File: src/rtl/dtc_stub_pattern_gen.sv
// dtc_stub_pattern_gen
// Generates per-channel stub test patterns in fixed-length event windows.
// The FSM runs IDLE -> RUN -> DRAIN -> IDLE. Each RUN window lasts EVT_LEN
// cycles. At the start of a window every channel latches a stub count. From
// the second cycle of the window, each channel then emits that many stubs
// under valid/ready handshaking.
//
// Ports:
//   clk        - clock, rising edge
//   reset_n    - asynchronous active-low reset
//   enable     - run request
//   nstub_cfg  - requested stubs per channel per event (clamped to NSTUB_MAX)
//   stub_data  - NCH words of DW bits, channel c at [c*DW +: DW]
//   stub_valid - per-channel data valid
//   stub_ready - per-channel consumer ready
//   stub_last  - per-channel final stub of the event
//   evt_start  - one-cycle pulse on the first cycle of each window
//   evt_num    - current event number, wraps 4095 -> 0
//   busy       - FSM not in IDLE
//   overflow   - sticky per-channel flag, set when stubs are dropped at window end
module dtc_stub_pattern_gen #(
  parameter int NCH       = 4,
  parameter int DW        = 36,
  parameter int NSTUB_MAX = 16,
  parameter int EVT_LEN   = 64
) (
  input  logic              clk,
  input  logic              reset_n,
  input  logic              enable,
  input  logic [7:0]        nstub_cfg,
  output logic [NCH*DW-1:0] stub_data,
  output logic [NCH-1:0]    stub_valid,
  input  logic [NCH-1:0]    stub_ready,
  output logic [NCH-1:0]    stub_last,
  output logic              evt_start,
  output logic [11:0]       evt_num,
  output logic              busy,
  output logic [NCH-1:0]    overflow
);

  localparam int            CW       = (EVT_LEN > 1) ? $clog2(EVT_LEN) : 1;
  localparam logic [CW-1:0] CNT_LAST = CW'(EVT_LEN - 1);
  localparam logic [7:0]    NMAX     = 8'(NSTUB_MAX);

  typedef enum logic [1:0] {IDLE, RUN, DRAIN} state_t;

  state_t        state_reg;
  logic [CW-1:0] cnt_reg;
  logic [11:0]   evt_num_reg;
  logic          evt_start_reg;
  logic          busy_reg;

  logic       win_first;
  logic       win_last;
  logic [7:0] cfg_n;

  assign win_first = (state_reg == RUN) && (cnt_reg == '0);
  assign win_last  = (state_reg == RUN) && (cnt_reg == CNT_LAST);
  assign cfg_n     = (nstub_cfg > NMAX) ? NMAX : nstub_cfg;

  // Control FSM. evt_start and busy are registered alongside the state so that
  // they change on the same edge as the state.
  always_ff @(posedge clk or negedge reset_n) begin
    if (!reset_n) begin
      state_reg     <= IDLE;
      cnt_reg       <= '0;
      evt_num_reg   <= '0;
      evt_start_reg <= 1'b0;
      busy_reg      <= 1'b0;
    end else begin
      case (state_reg)
        IDLE: begin
          if (enable) begin
            state_reg     <= RUN;
            cnt_reg       <= '0;
            evt_start_reg <= 1'b1;
            busy_reg      <= 1'b1;
          end
        end
        RUN: begin
          evt_start_reg <= 1'b0;
          if (cnt_reg == CNT_LAST) begin
            cnt_reg     <= '0;
            evt_num_reg <= evt_num_reg + 12'd1;
            // Back-to-back windows when still enabled; otherwise the
            // window that just ended is the last one.
            if (enable) evt_start_reg <= 1'b1;
            else        state_reg     <= DRAIN;
          end else begin
            cnt_reg <= cnt_reg + 1'b1;
          end
        end
        DRAIN: begin
          state_reg <= IDLE;
          busy_reg  <= 1'b0;
        end
        default: begin
          state_reg <= IDLE;
          busy_reg  <= 1'b0;
        end
      endcase
    end
  end

  assign evt_start = evt_start_reg;
  assign evt_num   = evt_num_reg;
  assign busy      = busy_reg;

  // One independent emitter per channel. Valid is only ever set at the start
  // of a window and is cleared at the last window cycle. It is therefore
  // always low in IDLE and DRAIN.
  genvar gi;
  generate
    for (gi = 0; gi < NCH; gi++) begin : g_ch
      logic [7:0]    n_reg;
      logic [7:0]    idx_reg;
      logic          valid_reg;
      logic          ovf_reg;
      logic          is_last;
      logic [DW-1:0] word;

      assign is_last = (idx_reg == n_reg - 8'd1);

      always_ff @(posedge clk or negedge reset_n) begin
        if (!reset_n) begin
          n_reg     <= '0;
          idx_reg   <= '0;
          valid_reg <= 1'b0;
          ovf_reg   <= 1'b0;
        end else if (win_last) begin
          // A final-stub transfer on this very cycle is not a drop.
          if (valid_reg && !(stub_ready[gi] && is_last)) ovf_reg <= 1'b1;
          valid_reg <= 1'b0;
        end else if (win_first) begin
          n_reg     <= cfg_n;
          idx_reg   <= '0;
          valid_reg <= (cfg_n != 8'd0);
        end else if (valid_reg && stub_ready[gi]) begin
          if (is_last) valid_reg <= 1'b0;
          else         idx_reg   <= idx_reg + 8'd1;
        end
      end

      always_comb begin
        word = '0;
        if (valid_reg) word[23:0] = {evt_num_reg, 4'(gi), idx_reg};
      end

      assign stub_data[gi*DW +: DW] = word;
      assign stub_valid[gi]         = valid_reg;
      assign stub_last[gi]          = valid_reg && is_last;
      assign overflow[gi]           = ovf_reg;
    end
  endgenerate

endmodule
File: config.mk
export PLATFORM = sky130hd
export DESIGN_NAME = dtc_stub_pattern_gen
export DESIGN_NICKNAME = d
export VERILOG_FILES = /design/src/rtl/dtc_stub_pattern_gen.sv
export SDC_FILE = /design/constraint.sdc
export NUM_CORES = 1
export LEC_CHECK = 0
export ABC_AREA = 1
export CORE_ASPECT_RATIO = 0.8
export CORE_UTILIZATION = 51
export DETAILED_ROUTE_END_ITERATION = 10
export GPL_TIMING_DRIVEN = 0
export PLACE_DENSITY = 0.87
export SLEW_MARGIN = 20
export SYNTH_ARGS = -nofsm -noshare
export SYNTH_HDL_FRONTEND = slang
export SYNTH_SLANG_ARGS = --single-unit
File: constraint.sdc
create_clock -name clk -period 5.99 [get_ports clk]
set_input_delay 0.8985 -clock clk [delete_from_list [all_inputs] [get_ports clk]]
set_output_delay 0.8985 -clock clk [all_outputs]
set_load 0.02 [all_outputs]
=== Yosys cells after proc, flatten, opt, wreduce, memory -nomap -nowiden ===
Cells that the tools add are included.

* Register bits after elaboration: 70
* Bits of input ports: 15
* Output and inout bits: 170
* Word-level logic and storage cells: 141

* Add/subtract/negate cells: 7
* Order comparisons: 1
* Equality and inequality tests: 13
* Multiplexer cells: 45
* Bitwise operators: 2
* Reduce and logical (&&, ||, !) cells: 55

{| class="wikitable"
|+ Operators with widths
! operator !! count
|-
| 2-to-1 mux 8 bit || 13
|-
| 2-to-1 mux 24 bit || 4
|-
| adder 8 x 1 -> 8 bit, second input constant || 4
|-
| == test 8 bit || 4
|-
| AND reduction 2 bit || 12
|-
| nonzero test 3 bit || 8
|-
| 2-to-1 mux 1 bit || 19
|-
| logical AND 1 bit || 18
|-
| AND reduction 3 bit || 5
|-
| adder 12 x 1 -> 12 bit, second input constant || 1
|-
| 2-to-1 mux 6 bit || 2
|-
| != test 2 bit, second input constant || 6
|-
| case mux 6 bit (2 select lines) || 1
|-
| nonzero test 2 bit || 5
|-
| > comparator 8 x 5 -> 1 bit, second input constant || 1
|-
| nonzero test 8 bit || 1
|-
| subtractor 8 x 1 -> 8 bit, second input constant || 1
|-
| adder 6 x 1 -> 6 bit, second input constant || 1
|-
| == test 6 bit, second input constant || 1
|-
| zero test 6 bit || 1
|-
| 2-to-1 mux 2 bit || 3
|-
| zero test 1 bit || 4
|-
| case mux 1 bit (2 select lines) || 2
|-
| case mux 2 bit (2 select lines) || 1
|-
| 4 further kinds || 5
|}

=== Depth between registers and ports, before layout ===
* Depth in word-level cells: 6
* Mapped depth: 14

=== Worst setup path after synthesis ===
Ideal clock, no wire load.

* Kind: register to output
* From: register, netlist name g_ch[3].n_reg[0]
* To: output port stub_last[1]
* Data arrival time: 1.922 ns
* Path slack: 3.170 ns
* Stages on the path, launching flop included: 10
* Buffers on the path: 2
* Cells stage by stage: dfrtp_1 -> inv_2 -> buf_6 -> ha_1 -> xor2_1 -> nand3_1 -> nor3_2 -> nand3_2 -> buf_6 -> nor2_1

{| class="wikitable"
|+ RTL lines
! element !! RTL line !! source
|-
| end, declared || 34 || <nowiki>output logic [NCH-1:0] stub_last,</nowiki>
|}

=== Worst setup path after layout ===
* From: register g_ch[3].n_reg[0]
* To: output port stub_last[3]

* Cells in the longest elaborated chain, start to end: 3

{| class="wikitable"
|+ Ends and longest elaborated chain
! element !! RTL line !! source
|-
| start, declared || 115 || <nowiki>logic [7:0] n_reg;</nowiki>
|-
| start signal, assigned || 135 || <nowiki>n_reg <= cfg_n;</nowiki>
|-
| subtractor 8 x 1 -> 8 bit || 122 || <nowiki>assign is_last = (idx_reg == n_reg - 8'd1);</nowiki>
|-
| == test 8 bit || 122 ||
|-
| logical AND 1 bit || 151 || <nowiki>assign stub_last[gi] = valid_reg && is_last;</nowiki>
|}

Every way passes these cells.

==> flow_summary_export.csv <==
group,metric,value,unit
run_status,status,"finished clean",
worst_setup_path,crit_required,5090,ps
floorplan,die_w,120,um
sta,timing.slew.headroom,55.9,%
grt,grt_max_degree,41,
synth,synth_cell_types,38,
sta,setup_viol,0,
synth,yosys.area_share.simple,35.3,%
power,power_density,359,nW/um^2
power,pwr-share-comb,51.9,%
sta,grt_setup_unrepaired,"false",
finish,stdcell_count,1181,
grt,gr-usage-all-layers,27.5,%
synth,async_flop_share,100,%
finish,n_fill_cell,904,
routing,drt_iter0_drc,416,
sta,tns,0,ps
floorplan,initial_core_util,52.5,%
power,ir_drop,0.000276,V
floorplan,io_pins,185,
cts,cts.sinks,70,
floorplan,num_rows,34,
min_path,hp-class,"reg -> reg",
synth,synth_xor_area_share,5.66,%
grt,antenna_found_initial,0,
worst_setup_path,crit_arrival,3190,ps
worst_setup_path,startpoint,"g_ch[3].n_reg[0]",
cts,post_cts_buffers,0,
finish,layout.nets,1056,
worst_setup_path,critPathCaptureType,"output pin",
routing,routed_wl,15500,um
synth,syn_area,5720,sq um
synth,ys_warn_count,0,
grt,grt_pass1_wl,25400,um
floorplan,die-area,11600,sq um
worst_setup_path,path_max_fanout,10,
grt,overflow,0,
cts,cts_resized,0,
cts,cts_htree_levels,3,
sta,worst_hold_slack,469,ps
sta,period_share,68.2,%
worst_setup_path,worstSetupPathType,"reg -> out",
worst_setup_path,r2r_start,"g_ch[3].n_reg[0]",
cts,insertion_delay,340,ps
cts,clk_pin_slew,60,ps
finish,largest_register_ffs,32,
cts,cts_buffers,9,
synth,synthMuxAreaShare,0,%
min_path,hp-start,"g_ch[2].ovf_reg",
synth,ys.flop_type,"dfrtp_1",
finish,layout-drive-gt1-share,14.2,%
synth,synth_edf_count,0,
routing,via_per_inst,4.91,
cts,cts_hold_buf,0,
power,power_frac_clock,19.3,%
worst_setup_path,r2r_setup_slack,3560,ps
power,p_sw,1.25,mW
sta,fmax,245,MHz
synth,synth_compound_area_share,3.43,%
power,seqPwrFrac,28.8,%
routing,ant_nets,0,
min_path,hold_end,"g_ch[2].ovf_reg",
sta,slew_violations,0,
power,switching_share,45.4,%
power,p_leak,4.43,nW
placed_design,io_buffers,124,
routing,dr.pass1.iters,5,
worst_setup_path,rr_worst_depth,10,
floorplan,dieHeight,96.7,um
sta,layout_min_cycle_time,4090,ps
power,fin_total_pwr,2.76,mW
finish,area_growth,34.1,%
placed_design,place.gp.congestion,0.938,
placed_design,place_inst,1166,
grt,grt_pass1_vias,5172,
floorplan,core_area,10900,sq um
cts,cts_tree,"yes",
synth,synth_top_family_by_area,"simple AND/OR/NAND/NOR gates",
routing,vias,5802,
placed_design,dp_hpwl,11600,um
flow_run,drv_cap,0,
synth,ys_ff_latch,70,
routing,wire_per_inst,13.1,um
sta,fin_skew,5.08,ps
worst_setup_path,cp-start-kind,"register",
power,power.internal,1.50,mW
sta,finalHoldViolations,0,
routing,post-route-drc-count,0,
synth,syn_avg_cell_area,6.83,sq um
synth,synth-seq-area-share,30.6,%
worst_setup_path,worstReg2RegEnd,"g_ch[3].valid_reg",
finish,n_antenna_cell,0,
min_path,holdPathStages,1,
sta,worst_pin_slew,659,ps
synth,syn_inst,838,
cts,clock-root-buffer,"clkbuf_16",
synth,synth_fa_ha_area_share,1.75,%
cts,cts.path.max_buffers,2,
==> power groups by stage <==
| stage | logic (mW) | clock network [mW] | registers (mW) |
|---|---|---|---|
| after CTS | 1.43 | 0.535 | 0.791 |
| after global placement | 1.36 | 0 | 0.787 |
| final | 1.43 | 0.531 | 0.795 |
| after global routing | 1.57 | 0.555 | 0.816 |
| after detailed placement | 1.41 | 0 | 0.795 |
| after floorplan | 0.972 | 0 | 0.754 |
==> per-layer routing <==
metal | vias to the layer above | track usage (%) | wire [um]
met4 | 0 | 12.3 | 493
met3 | 37 | 4.89 | 1180
met1 | 2677 | 37.2 | 6760
met2 | 258 | 42.8 | 7070
li1 | 2830 | - | -
met5 | - | 0 | 0
==> synthesized netlist by cell type (2+ instances only) <==
| cell type | instances | area, sq um |
|---|---|---|
| clkbuf_1 | 20 | 75.1 |
| o21ai_1 | 2 | 10.0 |
| inv_2 | 5 | 18.8 |
| clkinv_1 | 3 | 11.3 |
| nor3_1 | 5 | 25.0 |
| buf_1 | 2 | 7.51 |
| nand3_2 | 9 | 90.1 |
| nor4_1 | 3 | 18.8 |
| nand2_2 | 11 | 68.8 |
| dfrtp_1 | 70 | 1750 |
| ha_1 | 8 | 100 |
| inv_1 | 157 | 589 |
| nand2_1 | 221 | 830 |
| or2_0 | 3 | 18.8 |
| xnor2_1 | 6 | 52.6 |
| o21bai_2 | 8 | 90.1 |
| buf_6 | 5 | 56.3 |
| buf_4 | 72 | 541 |
| nor2_4 | 5 | 56.3 |
| nor3_2 | 5 | 50.1 |
| nand3_1 | 76 | 380 |
| a21oi_1 | 5 | 25.0 |
| nand3b_1 | 6 | 45.0 |
| xor2_1 | 31 | 272 |
| nor2_2 | 3 | 18.8 |
| buf_2 | 4 | 20.0 |
| nor2_1 | 36 | 135 |
| nand4_1 | 38 | 238 |
| o21ai_0 | 10 | 50.1 |
==> cells by family after synthesis <==
group | after synthesis
and+or+nand+nor | 425
buffers and inverters | 269
DFF | 70
xor gates and xnor gates | 37
AOI/OAI and AO/OA | 28
adders and majority gates | 8
other | 1
==> metrics by stage <==
stage / utilization [%] / setup WS, ps / instance area, sq um
finish: 70.5 / 1900 / 7670
global route: 70.5 / 1790 / 7670
CTS: 70.5 / 1890 / 7670
detailed placement: 67.8 / 2340 / 7380
global placement: 67.6 / 1670 / 7360
floorplan: - / 3170 / 5940
==> layout by cell type (no fill, tap or decap), drive strengths merged, types with 3 or more instances in the layout <==
cell type | netlist | layout
nand2 | 233 | 233
inv | 162 | 162
clkdlybuf4s50 | 0 | 123
nand3 | 86 | 86
buf | 83 | 85
dfrtp | 70 | 70
conb | 1 | 60
nor2 | 44 | 44
nand4 | 38 | 38
clkbuf | 21 | 32
xor2 | 31 | 31
o21ai | 12 | 12
nor3 | 10 | 10
o21bai | 8 | 8
ha | 8 | 8
nand3b | 6 | 6
xnor2 | 6 | 6
a21oi | 5 | 5
clkinv | 3 | 5
nor4 | 4 | 4
or2 | 3 | 3
==> how the worst max path moves through the flow <==
stage | to | slack [ps] | depth (start not counted)
after CTS | stub_last[3] | 1890 | 10
after global placement | evt_num[7] | 1670 | 1
final | stub_last[3] | 1900 | 10
after floorplan | stub_last[1] | 3170 | 9
after global routing | stub_last[3] | 1790 | 10
after detailed placement | stub_last[3] | 2340 | 10
==> critical path: stages (launching register included) <==
cell	delay [ps]
dfrtp_1	520
inv_2	80
buf_6	160
ha_1	500
xor2_1	190
nand3_1	130
nor3_2	270
nand3_2	120
buf_6	170
nor2_1	80
clkdlybuf4s50_1	610
==> final cells by class <==
type | instances | area, sq um | share of cell area (%)
buffer | 104 | 704 | 9.18
timing repair buffer | 125 | 1260 | 16.4
sequential | 70 | 1750 | 22.8
clock inverter | 4 | 47.5 | 0.620
inverter | 165 | 619 | 8.07
multi-input combinational | 558 | 2870 | 37.4
clock buffer | 11 | 243 | 3.16
tap | 144 | 180 | 2.35
Note: power is estimated with default switching activity, not from simulation.
